<file path="config.mk">
export PLATFORM = sky130hd
export DESIGN_NAME = mem_arbiter
export DESIGN_NICKNAME = d
export VERILOG_FILES = /design/src/rtl/mem_arbiter.sv
export SDC_FILE = /design/constraint.sdc
export NUM_CORES = 1
export LEC_CHECK = 0
export CORE_AREA = 2 2 103 105
export CTS_BUF_LIST = sky130_fd_sc_hd__clkbuf_16
export DETAILED_ROUTE_END_ITERATION = 10
export DIE_AREA = 0 0 105 107
export PLACE_DENSITY = 0.79
export SYNTH_ARGS = -nofsm -noshare
export SYNTH_HDL_FRONTEND = slang
export SYNTH_SLANG_ARGS = --single-unit
</file>
<file path="constraint.sdc">
create_clock -name clk -period 1.55 [get_ports clk]
set_input_delay 0.2325 -clock clk [delete_from_list [all_inputs] [get_ports clk]]
set_output_delay 0.2325 -clock clk [all_outputs]
set_load 0.02 [all_outputs]
</file>
<file path="src/rtl/mem_arbiter.sv">
// Two-port memory arbiter: fetch and data ports share one memory interface.
// Each access takes an IDLE grant cycle followed by a WAIT response cycle.
module mem_arbiter #(
    parameter bit FIXED_PRIO = 1'b0
) (
    input  logic        clk,
    input  logic        rst,
    input  logic        i_req,
    input  logic [31:0] i_addr,
    output logic        i_gnt,
    output logic        i_rvalid,
    output logic [31:0] i_rdata,
    input  logic        d_req,
    input  logic        d_we,
    input  logic [31:0] d_addr,
    input  logic [31:0] d_wd,
    output logic        d_gnt,
    output logic        d_rvalid,
    output logic [31:0] d_rdata,
    output logic        mem_we,
    output logic [31:0] mem_addr,
    output logic [31:0] mem_wd,
    input  logic [31:0] mem_rd
);

    typedef enum logic {
        IDLE,
        WAIT
    } state_t;

    state_t      state_q, state_d;
    logic        owner_q, owner_d;
    logic        last_q, last_d;
    logic [31:0] addr_q, addr_d;
    logic        win_i, win_d;

    always_ff @(posedge clk) begin
        if (rst) begin
            state_q <= IDLE;
            owner_q <= 1'b0;
            last_q  <= 1'b1;
            addr_q  <= 32'h0;
        end else begin
            state_q <= state_d;
            owner_q <= owner_d;
            last_q  <= last_d;
            addr_q  <= addr_d;
        end
    end

    always_comb begin
        state_d  = state_q;
        owner_d  = owner_q;
        last_d   = last_q;
        addr_d   = addr_q;
        win_i    = 1'b0;
        win_d    = 1'b0;
        i_rvalid = 1'b0;
        d_rvalid = 1'b0;
        mem_we   = 1'b0;
        mem_wd   = 32'h0;
        mem_addr = addr_q;
        unique case (state_q)
            IDLE: begin
                // last_q=0 means fetch won last time, so data wins a tie
                win_d = d_req && (!i_req || FIXED_PRIO || !last_q);
                win_i = i_req && !win_d;
                if (win_d) begin
                    mem_addr = d_addr;
                    mem_we   = d_we;
                    mem_wd   = d_wd;
                end else if (win_i) begin
                    mem_addr = i_addr;
                end
                if (win_i || win_d) begin
                    state_d = WAIT;
                    owner_d = win_d;
                    last_d  = win_d;
                    addr_d  = mem_addr;
                end
            end
            WAIT: begin
                i_rvalid = !owner_q;
                d_rvalid = owner_q;
                state_d  = IDLE;
            end
            default: state_d = IDLE;
        endcase
        // Outputs are quiet for the whole reset cycle, including a cancelled WAIT
        if (rst) begin
            win_i    = 1'b0;
            win_d    = 1'b0;
            i_rvalid = 1'b0;
            d_rvalid = 1'b0;
            mem_we   = 1'b0;
            mem_wd   = 32'h0;
            mem_addr = 32'h0;
        end
        i_gnt   = win_i;
        d_gnt   = win_d;
        i_rdata = i_rvalid ? mem_rd : 32'h0;
        d_rdata = d_rvalid ? mem_rd : 32'h0;
    end

endmodule

</file>
==> results.cfg, run 1 <==
[outcome]
status = finished with violations
violations = negative setup slack

[logic_synthesis]
yosysSeqAreaShare = 0.2358
synthMuxAreaShare = 0
synth_cells = 414
synth_xor_area_frac = 0
syn_area_um2 = 2972
syn_area_per_cell_um2 = 7.178
synth-simple-area-share = 0.3895
synth_top_family_by_area = simple AND/OR/NAND/NOR gates
syn_nets = 547
synth_seq_cells = 35
synth_compound_area_frac = 0.3053
synthAdderAreaFrac = 0
yosys_warnings = 0
yosysUniqueCellTypes = 22

[pwr]
p_int_mw = 2.977
cellPowerDensity_nw_per_um2 = 560.3
seq_power_share = 0.234
switching_share = 0.3334
p_sw_mw = 1.489
pwr-share-comb = 0.502
irDropWorstVdd_v = 0.0004313
total_power_mw = 4.465
p_leak_nw = 3.535
clkPwrFrac = 0.265

[timing]
setup_viol = 134
grt_setup_unrepaired = yes
max_freq_mhz = 517.4
fin_crit_ns = 1.933
slew_violations = 0
finClkSkew_ns = 0.005717
worst_pin_slew_ns = 0.5330
slew_headroom = 0.6425
finalCritPeriodShare = 1.247
finalHoldViolCount = 0
setup_ws_ns = -0.3827

[route]
drtAntennaViolNets = 0
drtIter0Drc = 283
drtPass1Iterations = 5
num_vias = 4989
routed_wl_mm = 20.08
vias_per_cell = 5.482
wl_per_cell_um = 22.07
drc = 0

[hold_path]
hp-class = input pin to flip-flop
hold_start = d_req
min_path_cells = 3

[clock_network]
cts.sink_count = 35
h-tree-depth = 2
numCtsBuffers = 5
clk_pin_slew_ns = 0.06
cts_tree = yes
clock_path_buffers = 2
root_buffer = clkbuf_16
clkLatencyLatePin_ns = 0.28
holdBufCountCts = 0

[die]
io_pins = 266
rows = 37
initial_core_util = 0.2944
die_h_um = 107
coreArea_um2 = 10090
die_w_um = 105
dieArea_um2 = 11240

[global_routing]
grt_pass1_vias = 5067
grt_max_degree = 37
grt_use_total = 0.3147
grt_pass1_wl_mm = 27.66
antenna_found_initial = 0
grt-ovfl-total = 0

[layout]
final_common_cell = clkdlybuf4s50_1
area_growth_syn_to_layout_pct = 168.2
fillers = 637
drive_gt1_frac = 0.5581
n_antenna_cell = 0
layout_common_cells = clkdlybuf4s50_1, buf_4, buf_6, and2_4
final_core_util = 0.7896
nNetsFinal = 906
stdcell_area_um2 = 7969

[placed_design]
dpl.hpwl_mm = 12.05
placed_area_um2 = 6274
place_congestion = 0.8822
portBuffers = 265

[worst_setup_path]
cp-startpoint = state_q
cp_data_required_time_ns = 1.32
reg2reg_from = state_q
startpoint_type = flip-flop
path_class = flip-flop to output port
end_kind = output port
reg2reg_depth = 8
cp_max_fo = 8
arrival_ns = 1.70

[run]
cap_violations = 0
==> area by class of cell <==
type	count	area [um2]	area share
tap	136	170.2	0.02135
clock buffer	5	125.1	0.01570
timing repair buffer	393	4100	0.5145
sequential	35	708.2	0.08887
inverter	2	10.01	0.001256
clock inverter	3	43.79	0.005495
multi-input combinational	336	2811	0.3528
==> timing repair <==
action                                  4_1_cts  5_1_grt
gates resized for setup                     902       85
buffers inserted                             47       19
gates cloned                                  7        6
pin swaps                                    18       54
endpoints found under the setup margin      133      134
==> stage by stage <==
stage          hold slack [ns]  setup WS (ns)  TNS, ns  instances
2_1_floorplan           0.3049        0.08076        0        414
3_3_place_gp            0.4473        -0.8070   -98.81        828
3_5_place_dp            0.4719        -0.8363  -102.73        828
4_1_cts                 0.3956        -0.3694   -32.46        890
5_1_grt                 0.4587        -0.4091   -44.00        910
6_report                0.4195        -0.3827   -37.66        910
==> critical path, cell delays in order, from the launching register on <==
cell	delay, ns
dfxtp_4	0.37
buf_6	0.10
nor2b_4	0.17
buf_4	0.14
bufbuf_16	0.26
nand2_1	0.10
o31ai_2	0.09
buf_4	0.19
==> power by group through the flow <==
stage | combinational, mW | clock [mW] | sequential, mW
6_report | 2.24 | 1.18 | 1.04
2_1_floorplan | 0.723 | 0 | 1.04
5_1_grt | 2.34 | 1.22 | 1.05
3_5_place_dp | 1.65 | 0 | 1.05
3_3_place_gp | 1.61 | 0 | 1.04
4_1_cts | 1.98 | 1.18 | 1.04
==> cells by family (layout without fill, tap and decap cells) <==
kind of cell           count (synthesis)  after routing
and+or+nand+nor                      205            205
AOI/OAI and AO/OA                    131            131
buffers and inverters                 43            403
DFF                                   35             35
==> worst paths after layout <==
| kind | end | slack, ns |
|---|---|---|
| worst max-delay path | mem_addr[1] | -0.38 |
| worst max register to register | last_q | -0.04 |
| worst min-delay path | state_q | 0.42 |
| worst min register to register | addr_q[0] | 0.49 |
==> state kept, by name (all words and copies together), names as in the netlist <==
name     count
last_q       1
owner_q      1
addr_q      32
state_q      1
==> cells in the mapped netlist, drive strengths merged <==
| cell type | n | area, um2 |
|---|---|---|
| and2 | 66 | 412.9 |
| buf | 29 | 152.6 |
| a221o | 1 | 10.01 |
| clkbuf | 12 | 46.29 |
| a211oi | 32 | 240.2 |
| o21ai | 32 | 160.1 |
| nor2b | 34 | 212.7 |
| inv | 2 | 7.510 |
| dfxtp | 35 | 700.7 |
| a32oi | 1 | 8.760 |
| nor2 | 3 | 13.77 |
| nand2 | 33 | 123.9 |
| and3 | 33 | 206.5 |
| nand2b | 2 | 12.51 |
| o31ai | 64 | 480.5 |
| o21a | 1 | 7.510 |
| nor3 | 34 | 175.2 |
==> routing by layer <==
| layer | up-vias | global-route usage | routed length (um) |
|---|---|---|---|
| li1 | 2247 | - | - |
| met1 | 2363 | 0.3263 | 6987 |
| met2 | 288 | 0.5626 | 9950 |
| met3 | 91 | 0.09362 | 1868 |
| met4 | 0 | 0.1848 | 1277 |
| met5 | - | 0 | 0 |
No activity file was read; power rests on OpenSTA's default activity.
==> run 2: changes to the inputs <==
==> config.mk (replaced) <==
export PLATFORM = sky130hd
export DESIGN_NAME = mem_arbiter
export DESIGN_NICKNAME = d
export VERILOG_FILES = /design/src/rtl/mem_arbiter.sv
export SDC_FILE = /design/constraint.sdc
export NUM_CORES = 1
export LEC_CHECK = 0
export CORE_MARGIN = 10
export CORE_UTILIZATION = 32
export CTS_BUF_LIST = sky130_fd_sc_hd__clkbuf_16
export DETAILED_ROUTE_END_ITERATION = 10
export MAX_ROUTING_LAYER = met4
export PLACE_DENSITY = 0.85
export SYNTH_ARGS = -nofsm -noshare
export SYNTH_HDL_FRONTEND = slang
export SYNTH_SLANG_ARGS = --single-unit
==> results.cfg, run 2 (synthesized netlist as in run 1, its figures left out) <==
[outcome]
status = finished with violations
violations = negative setup slack

[global_routing]
grt_max_degree = 35
grt_pass1_vias = 5191
grt-ovfl-total = 0
grt_busiest_layer = met2
grt_use_total = 0.2833
use_met1 = 0.2801
grtUsageMet2 = 0.4932
grt_use_met3 = 0.08064
grt_pass1_wl_mm = 29.09
antenna_found_initial = 1

[pwr]
seq_power_share = 0.233
p_leak_nw = 3.355
switching_share = 0.3538
p_sw_mw = 1.603
clkPwrFrac = 0.267
irDropWorstVdd_v = 0.0005702
pwr-share-comb = 0.500
cellPowerDensity_nw_per_um2 = 570.2
p_int_mw = 2.928

[worst_setup_path]
ff2ff_setup_slack_ns = 0.02
reg2reg_depth = 6
path_class = input pin to output port
crit_path_top_delay_cell = a211oi_1
endpoint = mem_addr[22]
end_kind = output port
crit_chain = buf_2 > buf_4 > nor2b_1 > a211oi_1 > o31ai_2 > buf_4
cp_common_cell = buf_4
reg2reg_from = state_q
r2r_end = addr_q[9]
slowest_delay_ns = 0.49
startpoint_type = input pin
cp-startpoint = d_req
cp_max_fo = 28
cp_data_required_time_ns = 1.32
arrival_ns = 1.72

[layout]
fin_cells = 844
fillers = 419
largest_register_ffs = 32
regMostFlops = addr_q
layout_common_cells = clkdlybuf4s50_1, buf_6, buf_4, and2_4, dfxtp_1
nNetsFinal = 863
multiInputGateArea_um2 = 3078
stdcell_area_um2 = 7948
final_common_cell = clkdlybuf4s50_1
ff_latch_area_um2 = 708.2
drive_gt1_frac = 0.5622
area_growth_syn_to_layout_pct = 167.5

[timing]
finalHoldViolCount = 0
finalCritPeriodShare = 1.261
setup_viol = 132
finClkSkew_ns = 0.008848
worst_pin_slew_ns = 0.5813
max_freq_mhz = 511.7
slew_violations = 0
setup-tns-final_ns = -29.85
fin_crit_ns = 1.954
slew_headroom = 0.6101
setup_ws_ns = -0.4042
holdWs_ns = 0.4667
grt_setup_unrepaired = yes

[clock_network]
h-tree-depth = 2
clock_path_buffers = 2
root_buffer = clkbuf_16
cts.sink_count = 35
numCtsBuffers = 5
clk_pin_slew_ns = 0.06
cts_tree = yes
clkLatencyLatePin_ns = 0.29
holdBufCountCts = 0

[die]
die_h_um = 116.4
initial_core_util = 0.3247
rows = 35
io_pins = 266
die_w_um = 116.4
coreArea_um2 = 9153
dieArea_um2 = 13540

[placed_design]
dpl.hpwl_mm = 14.03
placed_cells = 799
placed_area_um2 = 6182
place_congestion = 0.9719
portBuffers = 265
dp_worst_setup_slack_ns = -0.8507

[route]
num_vias = 5072
wl_per_cell_um = 27.31
drtIter0Drc = 378
drtPass1Iterations = 5
vias_per_cell = 6.009
drc = 0
drtAntennaViolNets = 0
routed_wl_mm = 23.05

[run]
cap_violations = 0

[hold_path]
hp-class = input pin to flip-flop
run 2: changes by cell type in the layout (fill, tap and decap cells not counted), moves of 5 or more:
cell / delta
buf_4: -40
and2_1: +19
and2_4: -19
and3_1: -19
and3_4: +19
o21ai_1: -10
o21ai_2: +8
nor3_1: -7
buf_16: +5
run 2: layer usage:
metal	routed length [um]	vias to the layer above
met5	0	-
met4	1702	0
met3	2104	135
met2	11540	371
met1	7699	2402
li1	-	2164
run 2: final cells by class:
class / count / area share
Clock buffer: 5 / 0.01574
Antenna cell: 2 / 0.0006297
Clock inverter: 3 / 0.005353
Multi-Input combinational cell: 336 / 0.3873
Timing Repair Buffer: 350 / 0.4835
Sequential cell: 35 / 0.08911
Inverter: 2 / 0.0009446
Tap cell: 111 / 0.01747
run 2: worst max-delay path: cells and delay by family:
| kind | cells | cell delay (ns) |
|---|---|---|
| buf+inv | 3 | 0.72 |
| simple gates | 1 | 0.14 |
| compound gates | 2 | 0.62 |
run 2: worst min-delay path by stage:
stage	start	to	slack, ns	depth (start not counted)
global route	d_req	state_q	0.49	3
CTS	d_req	state_q	0.45	3
detailed placement	addr_q[31]	addr_q[31]	0.46	2
finish	d_req	state_q	0.47	3
global placement	addr_q[0]	addr_q[0]	0.45	2
floorplan	rst	owner_q	0.30	1
run 2: per-stage QoR:
stage	util	total power [mW]
final	0.8684	4.532
after floorplan	-	1.760
after detailed placement	0.6755	2.700
after global routing	0.8681	4.639
after global placement	0.6755	2.650
after CTS	0.7742	4.147
run 2: power groups by stage:
stage	Combinational [mW]	Sequential, mW	Clock, mW
after floorplan	0.723	1.04	0
after global placement	1.61	1.04	0
after detailed placement	1.65	1.05	0
after CTS	1.91	1.03	1.20
after global routing	2.35	1.06	1.23
final	2.27	1.06	1.21
run 2: timing repair:
| item | 4_1_cts | 5_1_grt |
|---|---|---|
| gates cloned | 10 | 8 |
| endpoints found under the setup margin | 133 | 133 |
| pin swaps | 26 | 61 |
| buffers inserted | 15 | 5 |
| gates resized for setup | 846 | 164 |
==> run 3: changes to the inputs <==
--- a/config.mk
+++ b/config.mk
@@ -9,6 +9,7 @@
 export CORE_UTILIZATION = 32
 export CTS_BUF_LIST = sky130_fd_sc_hd__clkbuf_16
 export DETAILED_ROUTE_END_ITERATION = 10
+export GPL_TIMING_DRIVEN = 0
 export MAX_ROUTING_LAYER = met4
 export PLACE_DENSITY = 0.85
 export SYNTH_ARGS = -nofsm -noshare
==> results.cfg, run 3 (synthesized netlist as in run 1, its figures left out) <==
[global_routing]
grt_pass1_wl_mm = 26.72
grt_pass1_vias = 4757
grt_max_degree = 12
grt-ovfl-total = 0
grt_use_total = 0.2575
antenna_found_initial = 0

[worst_setup_path]
endpoint = mem_addr[9]
startpoint_type = flip-flop
end_kind = output port
path_class = flip-flop to output port
ff2ff_setup_slack_ns = 0.21
cp_data_required_time_ns = 1.32
r2r_end = addr_q[13]
cp-startpoint = state_q
arrival_ns = 1.65
reg2reg_from = state_q
cp_max_fo = 6
reg2reg_depth = 6

[timing]
slew_headroom = 0.5723
setup-tns-final_ns = -28.96
grt_setup_unrepaired = yes
finalHoldViolCount = 0
fin_crit_ns = 1.880
finalCritPeriodShare = 1.213
setup_viol = 130
max_freq_mhz = 531.8
worst_pin_slew_ns = 0.6416
slew_violations = 0
setup_ws_ns = -0.3304
finClkSkew_ns = 0.004562

[clock_network]
cts.sink_count = 35
clkLatencyLatePin_ns = 0.28
holdBufCountCts = 0
cts_tree = yes
clk_pin_slew_ns = 0.06
h-tree-depth = 2
clock_path_buffers = 2
root_buffer = clkbuf_16
numCtsBuffers = 5

[layout]
regMostFlops = addr_q
fin_cells = 830
largest_register_ffs = 32
stdcell_area_um2 = 6992
layout_common_cells = clkdlybuf4s50_1, buf_4, buf_6
area_growth_syn_to_layout_pct = 135.3
fillers = 648
drive_gt1_frac = 0.4644
nNetsFinal = 850
final_common_cell = clkdlybuf4s50_1

[die]
coreArea_um2 = 9153
die_h_um = 116.4
die_w_um = 116.4
io_pins = 266
dieArea_um2 = 13540
rows = 35
initial_core_util = 0.3247

[pwr]
p_leak_nw = 3.009
seq_power_share = 0.254
switching_share = 0.3346
irDropWorstVdd_v = 0.0005032
p_sw_mw = 1.367
clkPwrFrac = 0.285
cellPowerDensity_nw_per_um2 = 584.2
p_int_mw = 2.718
pwr-share-comb = 0.461

[route]
drtIter0Drc = 297
drtAntennaViolNets = 0
vias_per_cell = 5.633
drtPass1Iterations = 5
routed_wl_mm = 19.51
drc = 0
wl_per_cell_um = 23.50
num_vias = 4675

[hold_path]
min_path_cells = 2
hp-class = input pin to flip-flop

[placed_design]
placed_cells = 789
place_congestion = 0.9205
dpl.hpwl_mm = 14.05
portBuffers = 264
placed_area_um2 = 5903

[outcome]
status = finished with violations
violations = negative setup slack

[run]
cap_violations = 0
-- run 3: cell types whose count changed in the layout (fill, tap and decap cells not counted), sizes merged --
cell	before	now
clkinvlp	0	1
inv	3	2
buf	211	192
clkinv	1	0
dlygate4sd2	2	0
clkbuf	13	19
clkdlybuf4s15	0	2
-- run 3: worst min path at each step --
stage | startpoint | endpoint | slack (ns)
after floorplan | rst | owner_q | 0.30
after global placement | addr_q[0] | addr_q[0] | 0.45
after detailed placement | addr_q[31] | addr_q[31] | 0.46
after CTS | rst | owner_q | 0.39
after global routing | rst | owner_q | 0.43
final | rst | owner_q | 0.41
-- run 3: what timing repair did --
| action | CTS | global route |
|---|---|---|
| pin swaps | 15 | 21 |
| setup buffers | 12 | 13 |
| resized for setup | 846 | 115 |
| setup endpoints to repair | 141 | 132 |
| gates cloned | 5 | 5 |
-- run 3: worst max-delay path: stages (launching register included) --
cell and delay [ns]:
dfxtp_4 0.36, nor2_4 0.16, buf_8 0.17, clkbuf_16 0.16
o21ai_4 0.06, o31ai_2 0.27, buf_4 0.19
-- run 3: per-layer routing --
metal	wire length (um)	vias to the layer above	global-route usage
li1	-	2134	-
met5	0	-	-
met4	977	0	0.1234
met3	1627	61	0.06985
met1	7031	2225	0.2672
met2	9872	255	0.4438
-- run 3: final cells by class --
cell class                 count  area [um2]  area share
antenna                        2       5.005   0.0007158
buffer                        39       382.9     0.05476
clock buffer                   5       125.1     0.01790
clock inverter                 2       37.54    0.005369
inverter                       2       10.01    0.001432
multi-input combinational    336        2644      0.3781
sequential                    35       711.9      0.1018
tap                          111       138.9     0.01986
timing repair buffer         298        2937      0.4200
-- run 3: stage by stage --
stage,setup slack [ns],hold WS [ns],utilization,power [mW]
6_report,-0.3304,0.4071,0.7639,4.084
3_3_place_gp,-1.137,0.4461,0.6450,2.526
2_1_floorplan,0.08076,0.3049,-,1.760
3_5_place_dp,-1.172,0.4631,0.6450,2.565
4_1_cts,-0.2736,0.3857,0.7044,3.846
5_1_grt,-0.3554,0.4318,0.7634,4.213
-- run 3: power by group through the flow --
stage / Sequential [mW] / Clock, mW / Combinational, mW
finish: 1.04 / 1.16 / 1.88
global route: 1.05 / 1.18 / 1.98
CTS: 1.03 / 1.15 / 1.66
detailed placement: 1.05 / 0 / 1.51
global placement: 1.04 / 0 / 1.48
floorplan: 1.04 / 0 / 0.723
